### config.mk
export PLATFORM = sky130hd
export DESIGN_NAME = user_id_reader_flat
export DESIGN_NICKNAME = d
export VERILOG_FILES = /design/src/rtl/user_id_if.sv /design/src/rtl/user_id_reader.sv /design/src/flat_wrapper.sv
export SDC_FILE = /design/constraint.sdc
export NUM_CORES = 1
export LEC_CHECK = 0
export CAP_MARGIN = 0
export CORE_AREA = 4 4 90 134
export DETAILED_ROUTE_END_ITERATION = 8
export DIE_AREA = 0 0 94 138
export PLACE_DENSITY_LB_ADDON = 0.12
export SETUP_SLACK_MARGIN = 0.2
export SYNTH_ARGS = -nofsm -noshare
export SYNTH_HDL_FRONTEND = slang
export SYNTH_SLANG_ARGS = --single-unit
### constraint.sdc
create_clock -name clk_i -period 3.4 [get_ports clk_i]
set_input_delay 0.34 -clock clk_i [delete_from_list [all_inputs] [get_ports clk_i]]
set_output_delay 0.34 -clock clk_i [all_outputs]
set_load 0.005 [all_outputs]
### src/rtl/user_id_if.sv
// Read handshake between the ID consumers (SPI = bit 0, CPU = bit 1) and user_id_reader.
interface user_id_if;
  logic [1:0] req;
  logic [1:0] addr0;
  logic [1:0] addr1;
  logic [1:0] ack;
  logic [7:0] rdata;

  modport master (output req, addr0, addr1, input ack, rdata);
  modport slave  (input req, addr0, addr1, output ack, rdata);
endinterface

### src/rtl/user_id_reader.sv
// Settles, double-sample captures the user ID word and serves round-robin byte reads.
// Optional periodic idle re-check of the ID cells: define USER_ID_RECHECK_EN.
module user_id_reader #(
  parameter int unsigned SETTLE_CYCLES = 8,
  parameter int unsigned RECHECK_LOG2  = 16
) (
  input  logic        clk_i,
  input  logic        resetn_i,
  input  logic [31:0] mask_rev_i,
  user_id_if.slave    bus,
  output logic [31:0] id_word_o,
  output logic        id_valid_o,
  output logic [3:0]  retry_cnt_o,
  output logic        id_error_o
);

  // state  | meaning
  // SETTLE | waiting for tie-cell outputs to settle
  // CAP_A  | first sample into shadow
  // CAP_B  | second sample, compare against shadow (or id_word on re-check)
  // IDLE   | arbitrate pending requests
  // SERVE  | ack + byte driven for one cycle
  localparam logic [2:0] S_SETTLE = 3'd0;
  localparam logic [2:0] S_CAP_A  = 3'd1;
  localparam logic [2:0] S_CAP_B  = 3'd2;
  localparam logic [2:0] S_IDLE   = 3'd3;
  localparam logic [2:0] S_SERVE  = 3'd4;

  if (SETTLE_CYCLES < 1 || SETTLE_CYCLES > 255 ||
      RECHECK_LOG2 < 2 || RECHECK_LOG2 > 31) begin : g_param_chk
    $error("user_id_reader: parameter out of range");
  end

  logic [2:0]  state_q, state_d;
  logic [7:0]  settle_q, settle_d;
  logic [31:0] shadow_q, shadow_d;
  logic [31:0] id_word_q, id_word_d;
  logic        id_valid_q, id_valid_d;
  logic [3:0]  retry_q, retry_d;
  logic [1:0]  ack_q, ack_d;
  logic [7:0]  rdata_q, rdata_d;
  logic        gnt_q, gnt_d;
  logic        rr_q, rr_d;
  logic        gnt_pick;
  logic [1:0]  addr_pick;
  logic        rchk_start;
  logic        rchk_mode;

  // rr_q holds the last granted requester; reset value 1 hands priority to requester 0.
  always_comb begin
    if (bus.req == 2'b11) gnt_pick = ~rr_q;
    else                  gnt_pick = bus.req[1];
    addr_pick = gnt_pick ? bus.addr1 : bus.addr0;
  end

  always_comb begin
    state_d    = state_q;
    settle_d   = settle_q;
    shadow_d   = shadow_q;
    id_word_d  = id_word_q;
    id_valid_d = id_valid_q;
    retry_d    = retry_q;
    ack_d      = 2'b00;
    rdata_d    = 8'h00;
    gnt_d      = gnt_q;
    rr_d       = rr_q;
    case (state_q)
      S_SETTLE: begin
        if (settle_q == 8'd0) state_d = S_CAP_A;
        else                  settle_d = settle_q - 8'd1;
      end
      S_CAP_A: begin
        shadow_d = mask_rev_i;
        state_d  = S_CAP_B;
      end
      S_CAP_B: begin
        if (rchk_mode) begin
          state_d = S_IDLE;
        end else if (mask_rev_i == shadow_q) begin
          id_word_d  = mask_rev_i;
          id_valid_d = 1'b1;
          state_d    = S_IDLE;
        end else begin
          if (retry_q != 4'hF) retry_d = retry_q + 4'd1;
          state_d = S_CAP_A;
        end
      end
      S_IDLE: begin
        if (rchk_start) begin
          state_d = S_CAP_A;
        end else if (|bus.req) begin
          gnt_d   = gnt_pick;
          ack_d   = gnt_pick ? 2'b10 : 2'b01;
          rdata_d = id_word_q[{addr_pick, 3'b000} +: 8];
          state_d = S_SERVE;
        end
      end
      S_SERVE: begin
        rr_d    = gnt_q;
        state_d = S_IDLE;
      end
      default: state_d = S_SETTLE;
    endcase
  end

  always_ff @(posedge clk_i or negedge resetn_i) begin
    if (!resetn_i) begin
      state_q    <= S_SETTLE;
      settle_q   <= 8'(SETTLE_CYCLES - 1);
      shadow_q   <= 32'h0;
      id_word_q  <= 32'h0;
      id_valid_q <= 1'b0;
      retry_q    <= 4'h0;
      ack_q      <= 2'b00;
      rdata_q    <= 8'h00;
      gnt_q      <= 1'b0;
      rr_q       <= 1'b1;
    end else begin
      state_q    <= state_d;
      settle_q   <= settle_d;
      shadow_q   <= shadow_d;
      id_word_q  <= id_word_d;
      id_valid_q <= id_valid_d;
      retry_q    <= retry_d;
      ack_q      <= ack_d;
      rdata_q    <= rdata_d;
      gnt_q      <= gnt_d;
      rr_q       <= rr_d;
    end
  end

`ifdef USER_ID_RECHECK_EN
  logic [RECHECK_LOG2-1:0] rchk_cnt_q, rchk_cnt_d;
  logic                    rchk_pend_q, rchk_pend_d;
  logic                    rchk_act_q, rchk_act_d;
  logic                    id_error_q, id_error_d;

  // A wrap seen while a request is pending is remembered and run on the next quiet IDLE cycle.
  assign rchk_start = (state_q == S_IDLE) && (bus.req == 2'b00) &&
                      (rchk_pend_q || (&rchk_cnt_q));
  assign rchk_mode  = rchk_act_q;

  always_comb begin
    rchk_cnt_d  = rchk_cnt_q;
    rchk_pend_d = rchk_pend_q;
    rchk_act_d  = rchk_act_q;
    id_error_d  = id_error_q;
    if (state_q == S_IDLE) begin
      rchk_cnt_d = rchk_cnt_q + 1'b1;
      if (rchk_start) begin
        rchk_pend_d = 1'b0;
        rchk_act_d  = 1'b1;
      end else if (&rchk_cnt_q) begin
        rchk_pend_d = 1'b1;
      end
    end
    if (state_q == S_CAP_B && rchk_act_q) begin
      rchk_act_d = 1'b0;
      if (shadow_q != id_word_q) id_error_d = 1'b1;
    end
  end

  always_ff @(posedge clk_i or negedge resetn_i) begin
    if (!resetn_i) begin
      rchk_cnt_q  <= '0;
      rchk_pend_q <= 1'b0;
      rchk_act_q  <= 1'b0;
      id_error_q  <= 1'b0;
    end else begin
      rchk_cnt_q  <= rchk_cnt_d;
      rchk_pend_q <= rchk_pend_d;
      rchk_act_q  <= rchk_act_d;
      id_error_q  <= id_error_d;
    end
  end

  assign id_error_o = id_error_q;
`else
  assign rchk_start = 1'b0;
  assign rchk_mode  = 1'b0;
  assign id_error_o = 1'b0;
`endif

  assign bus.ack     = ack_q;
  assign bus.rdata   = rdata_q;
  assign id_word_o   = id_word_q;
  assign id_valid_o  = id_valid_q;
  assign retry_cnt_o = retry_q;

endmodule

### src/flat_wrapper.sv
// flat-port wrapper written by rule: the top's interface ports become plain ports
module user_id_reader_flat 
#(
  parameter int unsigned SETTLE_CYCLES = 8,
  parameter int unsigned RECHECK_LOG2  = 16
)
  (clk_i, resetn_i, mask_rev_i, id_word_o, id_valid_o, retry_cnt_o, id_error_o, bus_req, bus_addr0, bus_addr1, bus_ack, bus_rdata);
  user_id_if bus_i ();
  input  logic clk_i;
  input  logic resetn_i;
  input  logic [31:0] mask_rev_i;
  output logic [31:0] id_word_o;
  output logic id_valid_o;
  output logic [3:0] retry_cnt_o;
  output logic id_error_o;
  input wire logic [$bits(bus_i.req)-1:0] bus_req;
  input wire logic [$bits(bus_i.addr0)-1:0] bus_addr0;
  input wire logic [$bits(bus_i.addr1)-1:0] bus_addr1;
  output wire logic [$bits(bus_i.ack)-1:0] bus_ack;
  output wire logic [$bits(bus_i.rdata)-1:0] bus_rdata;
  assign bus_i.req = bus_req;
  assign bus_i.addr0 = bus_addr0;
  assign bus_i.addr1 = bus_addr1;
  assign bus_ack = bus_i.ack;
  assign bus_rdata = bus_i.rdata;
  user_id_reader #(.SETTLE_CYCLES(SETTLE_CYCLES), .RECHECK_LOG2(RECHECK_LOG2)) u_core (.clk_i(clk_i), .resetn_i(resetn_i), .mask_rev_i(mask_rev_i), .bus(bus_i), .id_word_o(id_word_o), .id_valid_o(id_valid_o), .retry_cnt_o(retry_cnt_o), .id_error_o(id_error_o));
endmodule
==> results of run 1 <==
power groups by stage:
stage | Combinational (W) | Sequential, W | Clock [W]
after CTS | 0.00102 | 0.00156 | 0.000941
after detailed placement | 0.00102 | 0.00158 | 0
after global routing | 0.00110 | 0.00159 | 0.000996
after global placement | 0.00100 | 0.00157 | 0
after floorplan | 0.000744 | 0.00153 | 0
final | 0.00100 | 0.00155 | 0.000918
layer usage:
metal,GRT usage,up-vias,routed length (um)
li1,-,1202,-
met5,0,-,0
met4,0.0594,0,140
met3,0.0266,10,344
met2,0.270,48,5100
met1,0.179,1288,3700
worst max-delay path, delay by kind of cell:
family	cells	cell delay, ns
and+or+nand+nor	3	0.73
muxes	1	0.34
buffers and inverters	2	0.83
xor gates and xnor gates	1	0.15
cells in the final DEF, fill, tap and decap left out, drive strengths merged, types with 2 or more instances in the layout:
master	Yosys	routed
ha	3	3
xor2	5	5
mux2i	2	2
nor2b	2	2
nand4	12	12
dfrtp	88	88
and3	2	2
nor3	2	2
dfstp	4	4
mux2	66	66
buf	8	7
clkinv	0	2
clkdlybuf4s50	0	85
a21oi	3	3
nand3	3	3
and2	8	8
inv	3	3
clkbuf	1	13
a21boi	2	2
xnor2	38	38
nand2	5	5
mux4	8	8
nor2	6	6
nor4	5	5
worst max path at each step:
| stage | slack [ns] | startpoint | to |
|---|---|---|---|
| 4_1_cts | 1.19 | mask_rev_i[26] | u_core.id_word_o[31] |
| 5_1_grt | 1.10 | mask_rev_i[8] | u_core.id_word_o[26] |
| 2_1_floorplan | 1.36 | u_core.rr_q | u_core.bus.rdata[0] |
| 3_5_place_dp | 0.84 | mask_rev_i[26] | u_core.id_word_o[31] |
| 6_report | 1.22 | mask_rev_i[8] | u_core.id_word_o[31] |
| 3_3_place_gp | 0.91 | mask_rev_i[17] | u_core.id_word_o[23] |
stage by stage:
| stage | utilization | worst slack [ns] | total power, W | cell area (sq um) |
|---|---|---|---|---|
| floorplan | - | 1.36 | 0.00227 | 4240 |
| global placement | 0.482 | 0.914 | 0.00257 | 5270 |
| detailed placement | 0.482 | 0.844 | 0.00260 | 5270 |
| CTS | 0.507 | 1.19 | 0.00352 | 5540 |
| global route | 0.507 | 1.10 | 0.00369 | 5540 |
| finish | 0.507 | 1.22 | 0.00348 | 5540 |
registers in the layout, summed over array words and instances, names as in the netlist:
| signal | count |
|---|---|
| u_core.rr_q | 1 |
| u_core.settle_q | 8 |
| u_core.retry_cnt_o | 4 |
| u_core.gnt_q | 1 |
| u_core.id_valid_o | 1 |
| u_core.bus.rdata | 8 |
| u_core.state_q | 3 |
| u_core.shadow_q | 32 |
| u_core.id_word_o | 32 |
| u_core.bus.ack | 2 |
cell families after synthesis:
group | count (synthesis)
buf+inv | 12
simple gates | 50
compound gates | 9
fa+ha+maj | 3
other cells | 1
xor+xnor | 43
mux | 76
flops | 92
final cells by class:
| type | instances | area, sq um | area share |
|---|---|---|---|
| sequential | 92 | 2310 | 0.416 |
| inverter | 3 | 11.3 | 0.00203 |
| clock inverter | 2 | 10.0 | 0.00181 |
| multi-input combinational | 182 | 1870 | 0.337 |
| timing repair buffer | 92 | 903 | 0.163 |
| clock buffer | 13 | 260 | 0.0470 |
| tap | 147 | 184 | 0.0332 |
==> qor.yml, run 1 <==
yosys.area_share.adder: 0.00885
regToRegSetupSlack_ns: 1.27
status: "finished, final reports clean"
cell_internal_pwr_w: 0.00248
cts_buffers: 9
syn_inst: 286
hold_buffers: 0
p_seq_frac: 0.447
synthMuxAreaShare: 0.250
area_growth_pct: 30.6
p_sw_frac: 0.287
crit_arrival_ns: 2.40
dieArea_sq_um: 13000
seq_area_frac_synth: 0.544
synth_xor_area_frac: 0.0888
power.density_nw_per_um2: 627
crit_fanout: 21
drc: 0
rr_worst_depth: 3
synth_edf_count: 0
fp.dieH_um: 138
ir_drop_mv: 0.303
grtUsageTotal: 0.152
cts_setup_buffers: 0
p_comb_frac: 0.289
cp-start-kind: "input port"
cpPeakStageDelay_ns: 0.54
io_pins: 88
cts_tree: "yes"
nets: 423
fmax_mhz: 458
synthDominantCellAreaShare: 0.519
syn_nets: 329
netlist_area_sq_um: 4240
drv_slew: 0
async_flop_share: 1.00
ys_seq_elements: 92
clk_pin_slew_ns: 0.06
num-fill-cells: 1009
syn_area_per_cell_sq_um: 14.8
netlist.top_cell.by_area: "dfrtp_1"
die_x_um: 94
grt_overflow: 0
cts_max_level: 3
cts_resized: 0
gp_congestion: 0.764
vias: 2548
drtAntennaViolNets: 0
cts_root_buffer: "clkbuf_16"
fin_tns_setup_ns: 0
slew_headroom: 0.300
ys.flop_type: "dfrtp_1"
max-cap-violations: 0
grt_antenna_before_repair: 0
fin_crit_ns: 2.18
grt_max_degree: 83
whs_ns: 0.169
p_clk_frac: 0.264
crit_slowest_cell: "clkdlybuf4s50_1"
reg2reg_from: "u_core.state_q[0]"
cts.sinks: 92
fp.coreArea_sq_um: 10900
synth.distinct_cells: 42
endpoint_kind: "flop"
required_ns: 3.62
final-hold-violation-count: 0
rsz0062_at_grt: "false"
first_pass_iters: 4
worst_pin_slew_ns: 1.05
r2r_end: "u_core.shadow_q[3]"
holdCritPathClass: "input port to asynchronous set/reset pin"
synth_top_family_by_area: "multiplexers"
fin_crit_sh: 0.643
num_rows: 47
n_antenna_cell: 0
dp_hpwl_um: 6770
floorplan.initialDensity: 0.388
leakage_nw: 2.43
clockBufferDepth: 2
ys_top_cells_by_count: "dfrtp_1, xnor2_1, mux2_2, mux2_4, nand4_1"
wl_per_cell_um: 17.5
port_buffers: 86
worstSkewPairLatency_ns: 0.33
drive_gt1_frac: 0.271
synth-compound-area-share: 0.0165
avgViaCountPerCell: 4.80
path_class: "input port to flop"
placed_cells: 516
yosys.area_share.simple: 0.0734
power.switching_w: 0.000998
setup_viol: 0
skew_ns: 0.00306
fin_cells: 531
yosys_warnings: 0
drt_iter0_markers: 67
grt_pass1_wl_um: 15000
synth.area.top_cells: "dfrtp_1, mux2_4, mux2_2"
grt_pass1_vias: 2762
worstPathCellList: "clkdlybuf4s50_1 > xnor2_1 > nand4_1 > nor4_2 > nand4_2 > buf_4 > mux2_4"
post-synth-top-count-cell: "dfrtp_1"
wirelength_um: 9290
No activity file was read; power rests on OpenSTA's default activity.
==> inputs of run 2 (changes only) <==
==> constraint.sdc (replaced) <==
create_clock -name clk_i -period 2.25 [get_ports clk_i]
set_input_delay 0.225 -clock clk_i [delete_from_list [all_inputs] [get_ports clk_i]]
set_output_delay 0.225 -clock clk_i [all_outputs]
set_load 0.005 [all_outputs]
==> run 2 against run 1 <==
  * Power grew 61%
  * Register-to-register slack lost 1.0 ns
  * Via count grew 5.3%
  * Worst hold slack gained 0.22 ns
  * Largest cell class unchanged
  * Largest power group unchanged
  * Final cell count grew 6.8%
==> qor.yml, run 2 (synthesized netlist as in run 1, its figures left out) <==
cts_max_level: 3
floorplan.initialDensity: 0.388
rr_worst_depth: 6
fp.coreArea_sq_um: 10900
n_antenna_cell: 0
cp-start-kind: "flop"
fin_ws_ns: 0.254
drtAntennaViolNets: 0
ir_drop_mv: 0.562
preCtsSetupSlack_ns: -0.192
path_class: "flop to flop"
io_pins: 88
required_ns: 2.48
wl_per_cell_um: 17.6
cts_buffers: 9
port_buffers: 86
vias: 2683
gp_congestion: 0.725
grt_max_degree: 41
drc: 0
fin_tns_setup_ns: 0
endpoint_kind: "flop"
cts.sinks: 92
die_x_um: 94
avgViaCountPerCell: 4.73
leakage_nw: 2.67
skew_ns: 0.00501
crit_arrival_ns: 2.22
dieArea_sq_um: 13000
clockBufferDepth: 2
fmax_mhz: 501
fin_crit_ns: 2.00
worstSkewPairLatency_ns: 0.34
worstPathCellList: "xnor2_1 > nand4_1 > nor4_4 > nand4_2 > buf_6 > mux2_4"
grt_pass1_vias: 3058
cpPeakStageDelay_ns: 0.39
holdCritPathClass: "input port to asynchronous set/reset pin"
status: "finished, final reports clean"
grt_antenna_before_repair: 0
layout_commonest_cell: "dfrtp_1"
fp.dieH_um: 138
final_util: 0.542
cts_tree: "yes"
first_pass_iters: 4
setup_viol: 0
crit_fanout: 17
most-common-layout-cells: "dfrtp_1, clkdlybuf4s50_1, mux2_2, buf_4, xnor2_1"
grt_overflow: 0
final-hold-violation-count: 0
area_growth_pct: 39.6
placed_cells: 547
rsz0062_at_grt: "true"
drive_gt1_frac: 0.336
fin_cells: 567
cts_root_buffer: "clkbuf_16"
crit_slowest_cell: "dfrtp_1"
drv_slew: 0
grtUsageTotal: 0.166
dp_hpwl_um: 7390
drt_iter0_markers: 47
nets: 458
max-cap-violations: 0
clk_pin_slew_ns: 0.06
wirelength_um: 9990
power.density_nw_per_um2: 942
fin_crit_sh: 0.887
grt_pass1_wl_um: 16300
num_rows: 47
[run 2: area by class of cell]
type | count | area [sq um]
clock inverter | 2 | 35.0
sequential | 92 | 2310
clock buffer | 14 | 254
fill | 962 | 5010
tap | 147 | 184
timing repair buffer | 127 | 1200
multi-input combinational | 182 | 1930
inverter | 3 | 11.3
[run 2: critical path, delay by kind of cell (launching register included)]
kind	cells	cell delay, ns
buffers and inverters	1	0.22
xor gates and xnor gates	1	0.19
and+or+nand+nor	3	0.76
muxes	1	0.31
DFF	1	0.39
[run 2: layer usage]
layer | wire [um] | track usage | vias up
li1 | - | - | 1266
met1 | 4000 | 0.195 | 1359
met2 | 5500 | 0.298 | 46
met3 | 346 | 0.0380 | 12
met4 | 147 | 0.0502 | 0
met5 | 0 | 0 | -
[run 2: through the flow]
step / hold WS (ns) / instance area (sq um) / total power, W
6_report: 0.385 / 5920 / 0.00558
5_1_grt: 0.429 / 5920 / 0.00588
4_1_cts: 0.395 / 5860 / 0.00561
3_5_place_dp: 0.222 / 5530 / 0.00407
3_3_place_gp: 0.222 / 5530 / 0.00403
2_1_floorplan: -0.0706 / 4240 / 0.00343
[run 2: report_power, final]
group / internal, W / total [W] / leakage (nW) / switching (W)
logic: 0.00102 / 0.00173 / 1.35 / 0.000712
registers: 0.00206 / 0.00235 / 1.18 / 0.000294
clock network: 0.000892 / 0.00150 / 0.141 / 0.000606
[run 2: repair_timing]
action | 4_1_cts | 5_1_grt
endpoints found under the hold margin | 31 | 0
pin swaps | 2 | 6
buffers inserted | 2 | 1
hold buffers | 1 | 0
setup endpoints to repair | 33 | 35
gates resized for setup | 2 | 9
[run 2: path summary, 6_finish.rpt]
check	to	slack (ns)	startpoint
worst max-delay path	u_core.id_word_o[26]	0.25	u_core.shadow_q[17]
worst min-delay path	u_core.bus.ack[0]	0.38	resetn_i
worst max register to register	u_core.id_word_o[26]	0.25	u_core.shadow_q[17]
worst min register to register	u_core.gnt_q	0.48	u_core.gnt_q
max in group asynchronous	u_core.id_word_o[23]	1.24	resetn_i
min in group clk_i	u_core.gnt_q	0.48	u_core.gnt_q
==> inputs of run 3 (changes only) <==
--- a/config.mk
+++ b/config.mk
@@ -6,11 +6,10 @@
 export NUM_CORES = 1
 export LEC_CHECK = 0
 export CAP_MARGIN = 0
-export CORE_AREA = 4 4 90 134
+export CORE_AREA = 4 4 80 119
 export DETAILED_ROUTE_END_ITERATION = 8
-export DIE_AREA = 0 0 94 138
+export DIE_AREA = 0 0 84 123
 export PLACE_DENSITY_LB_ADDON = 0.12
-export SETUP_SLACK_MARGIN = 0.2
 export SYNTH_ARGS = -nofsm -noshare
 export SYNTH_HDL_FRONTEND = slang
 export SYNTH_SLANG_ARGS = --single-unit
==> run 3 against run 2 <==
  * Sequential share of layout area rose by 1.2 points
  * Sequential cell count did not move
  * Final cell count fell by 8.3%
  * Combinational power fell by 5%
  * Power fell by 3.2%
  * Setup slack got worse by 0.014 ns
  * Clock-buffer cell count rose by 1
  * Global-route usage rose by 2.3 points
  * Highest routed layer unchanged
==> qor.yml, run 3 (synthesized netlist as in run 1, its figures left out) <==
status: "finished, final reports clean"
holdCritPathClass: "input port to asynchronous set/reset pin"
layout_commonest_cell: "dfrtp_1"
die_x_um: 84
vias: 2688
drc: 0
grt_pass1_vias: 2915
crit_fanout: 18
p_comb_frac: 0.304
fin_crit_ns: 2.01
endpoint_kind: "flop"
r2r_end: "u_core.id_word_o[31]"
required_ns: 2.46
max-cap-violations: 0
clockBufferDepth: 2
reg2reg_from: "u_core.shadow_q[17]"
grtUsageTotal: 0.189
crit_arrival_ns: 2.22
p_clk_frac: 0.261
rr_worst_depth: 6
cts_buffers: 9
grtUsageMet1: 0.216
fin_crit_sh: 0.893
drt_iter0_markers: 97
fp.coreArea_sq_um: 8410
p_seq_frac: 0.434
cell_internal_pwr_w: 0.00388
cts_resized: 0
cts.sinks: 92
port_buffers: 86
dieArea_sq_um: 10300
fp.dieH_um: 123
gr-max-usage-layer: "met2"
n_antenna_cell: 0
cts_max_level: 3
worstSkewPairLatency_ns: 0.33
p_sw_frac: 0.282
leakage_nw: 2.58
ir_drop_mv: 0.623
cp-start-kind: "flop"
wirelength_um: 9250
most-common-layout-cells: "dfrtp_1, clkdlybuf4s50_1, xnor2_1"
nets: 451
grt_pass1_wl_um: 14800
grt_max_degree: 57
grt_antenna_before_repair: 0
avgViaCountPerCell: 5.17
use_met3: 0.0393
drtAntennaViolNets: 0
setup_viol: 0
final_util: 0.684
rsz0062_at_grt: "false"
power.switching_w: 0.00152
skew_ns: 0.00761
cts_setup_buffers: 0
use_met2: 0.346
slew_headroom: 0.659
cts_tree: "yes"
grt_overflow: 0
first_pass_iters: 3
total_power_w: 0.00540
area_growth_pct: 35.5
drv_slew: 0
fmax_mhz: 497
hold_buffers: 1
fin_tns_setup_ns: 0
dp_hpwl_um: 6750
cts_root_buffer: "clkbuf_16"
gp_congestion: 0.759
worst_pin_slew_ns: 0.506
clk_pin_slew_ns: 0.06
drive_gt1_frac: 0.317
num_rows: 41
power.density_nw_per_um2: 939
floorplan.initialDensity: 0.504
path_class: "flop to flop"
wl_per_cell_um: 17.8
regToRegSetupSlack_ns: 0.24
final-hold-violation-count: 0
io_pins: 88
==> run 3: cell types whose count changed in the layout (fill, tap and decap cells not counted), sizes merged <==
cell,before,now
bufinv,1,0
buf,41,34
clkbuf,14,15
==> run 3: worst max-delay path by stage <==
stage,slack [ns],cells past startpoint,endpoint,from
6_report,0.24,6,u_core.id_word_o[31],u_core.shadow_q[17]
2_1_floorplan,0.21,4,u_core.bus.rdata[0],u_core.rr_q
4_1_cts,0.20,6,u_core.id_word_o[12],u_core.shadow_q[17]
3_3_place_gp,-0.03,7,u_core.id_word_o[15],mask_rev_i[7]
3_5_place_dp,-0.10,7,u_core.id_word_o[13],mask_rev_i[7]
5_1_grt,0.09,6,u_core.id_word_o[12],u_core.shadow_q[17]
==> run 3: final cells by class <==
cell class	count	area (sq um)
tap	107	134
inverter	3	11.3
fill	630	2660
sequential	92	2310
clock inverter	1	5.00
multi-input combinational	182	1860
clock buffer	15	278
timing repair buffer	120	1150
==> run 3: metrics by stage <==
| stage | setup slack (ns) | instance area, sq um | instances | hold WS (ns) |
|---|---|---|---|---|
| global placement | -0.0291 | 5460 | 503 | 0.220 |
| global route | 0.0873 | 5750 | 520 | 0.451 |
| CTS | 0.204 | 5750 | 520 | 0.414 |
| floorplan | 0.211 | 4240 | 286 | -0.0706 |
| finish | 0.240 | 5750 | 520 | 0.392 |
| detailed placement | -0.102 | 5460 | 503 | 0.220 |
==> run 3: power groups by stage <==
stage                     Sequential [W]  Combinational [W]  Clock, W
after floorplan                  0.00231            0.00112         0
after global placement           0.00236            0.00164         0
after detailed placement         0.00238            0.00167         0
after CTS                        0.00235            0.00168   0.00144
after global routing             0.00240            0.00180   0.00151
final                            0.00235            0.00164   0.00141
==> run 3: layer usage <==
layer	part of all wire	wire (um)
met5	0	0
met3	0.038	351
met4	0.019	178
met2	0.54	5040
met1	0.40	3680
==> run 3: critical path, cell delays in order, from the launching register on <==
cell	delay (ns)
dfrtp_1	0.39
xnor2_1	0.20
nand4_1	0.18
nor4_2	0.37
nand4_2	0.15
buf_4	0.26
mux2_4	0.33
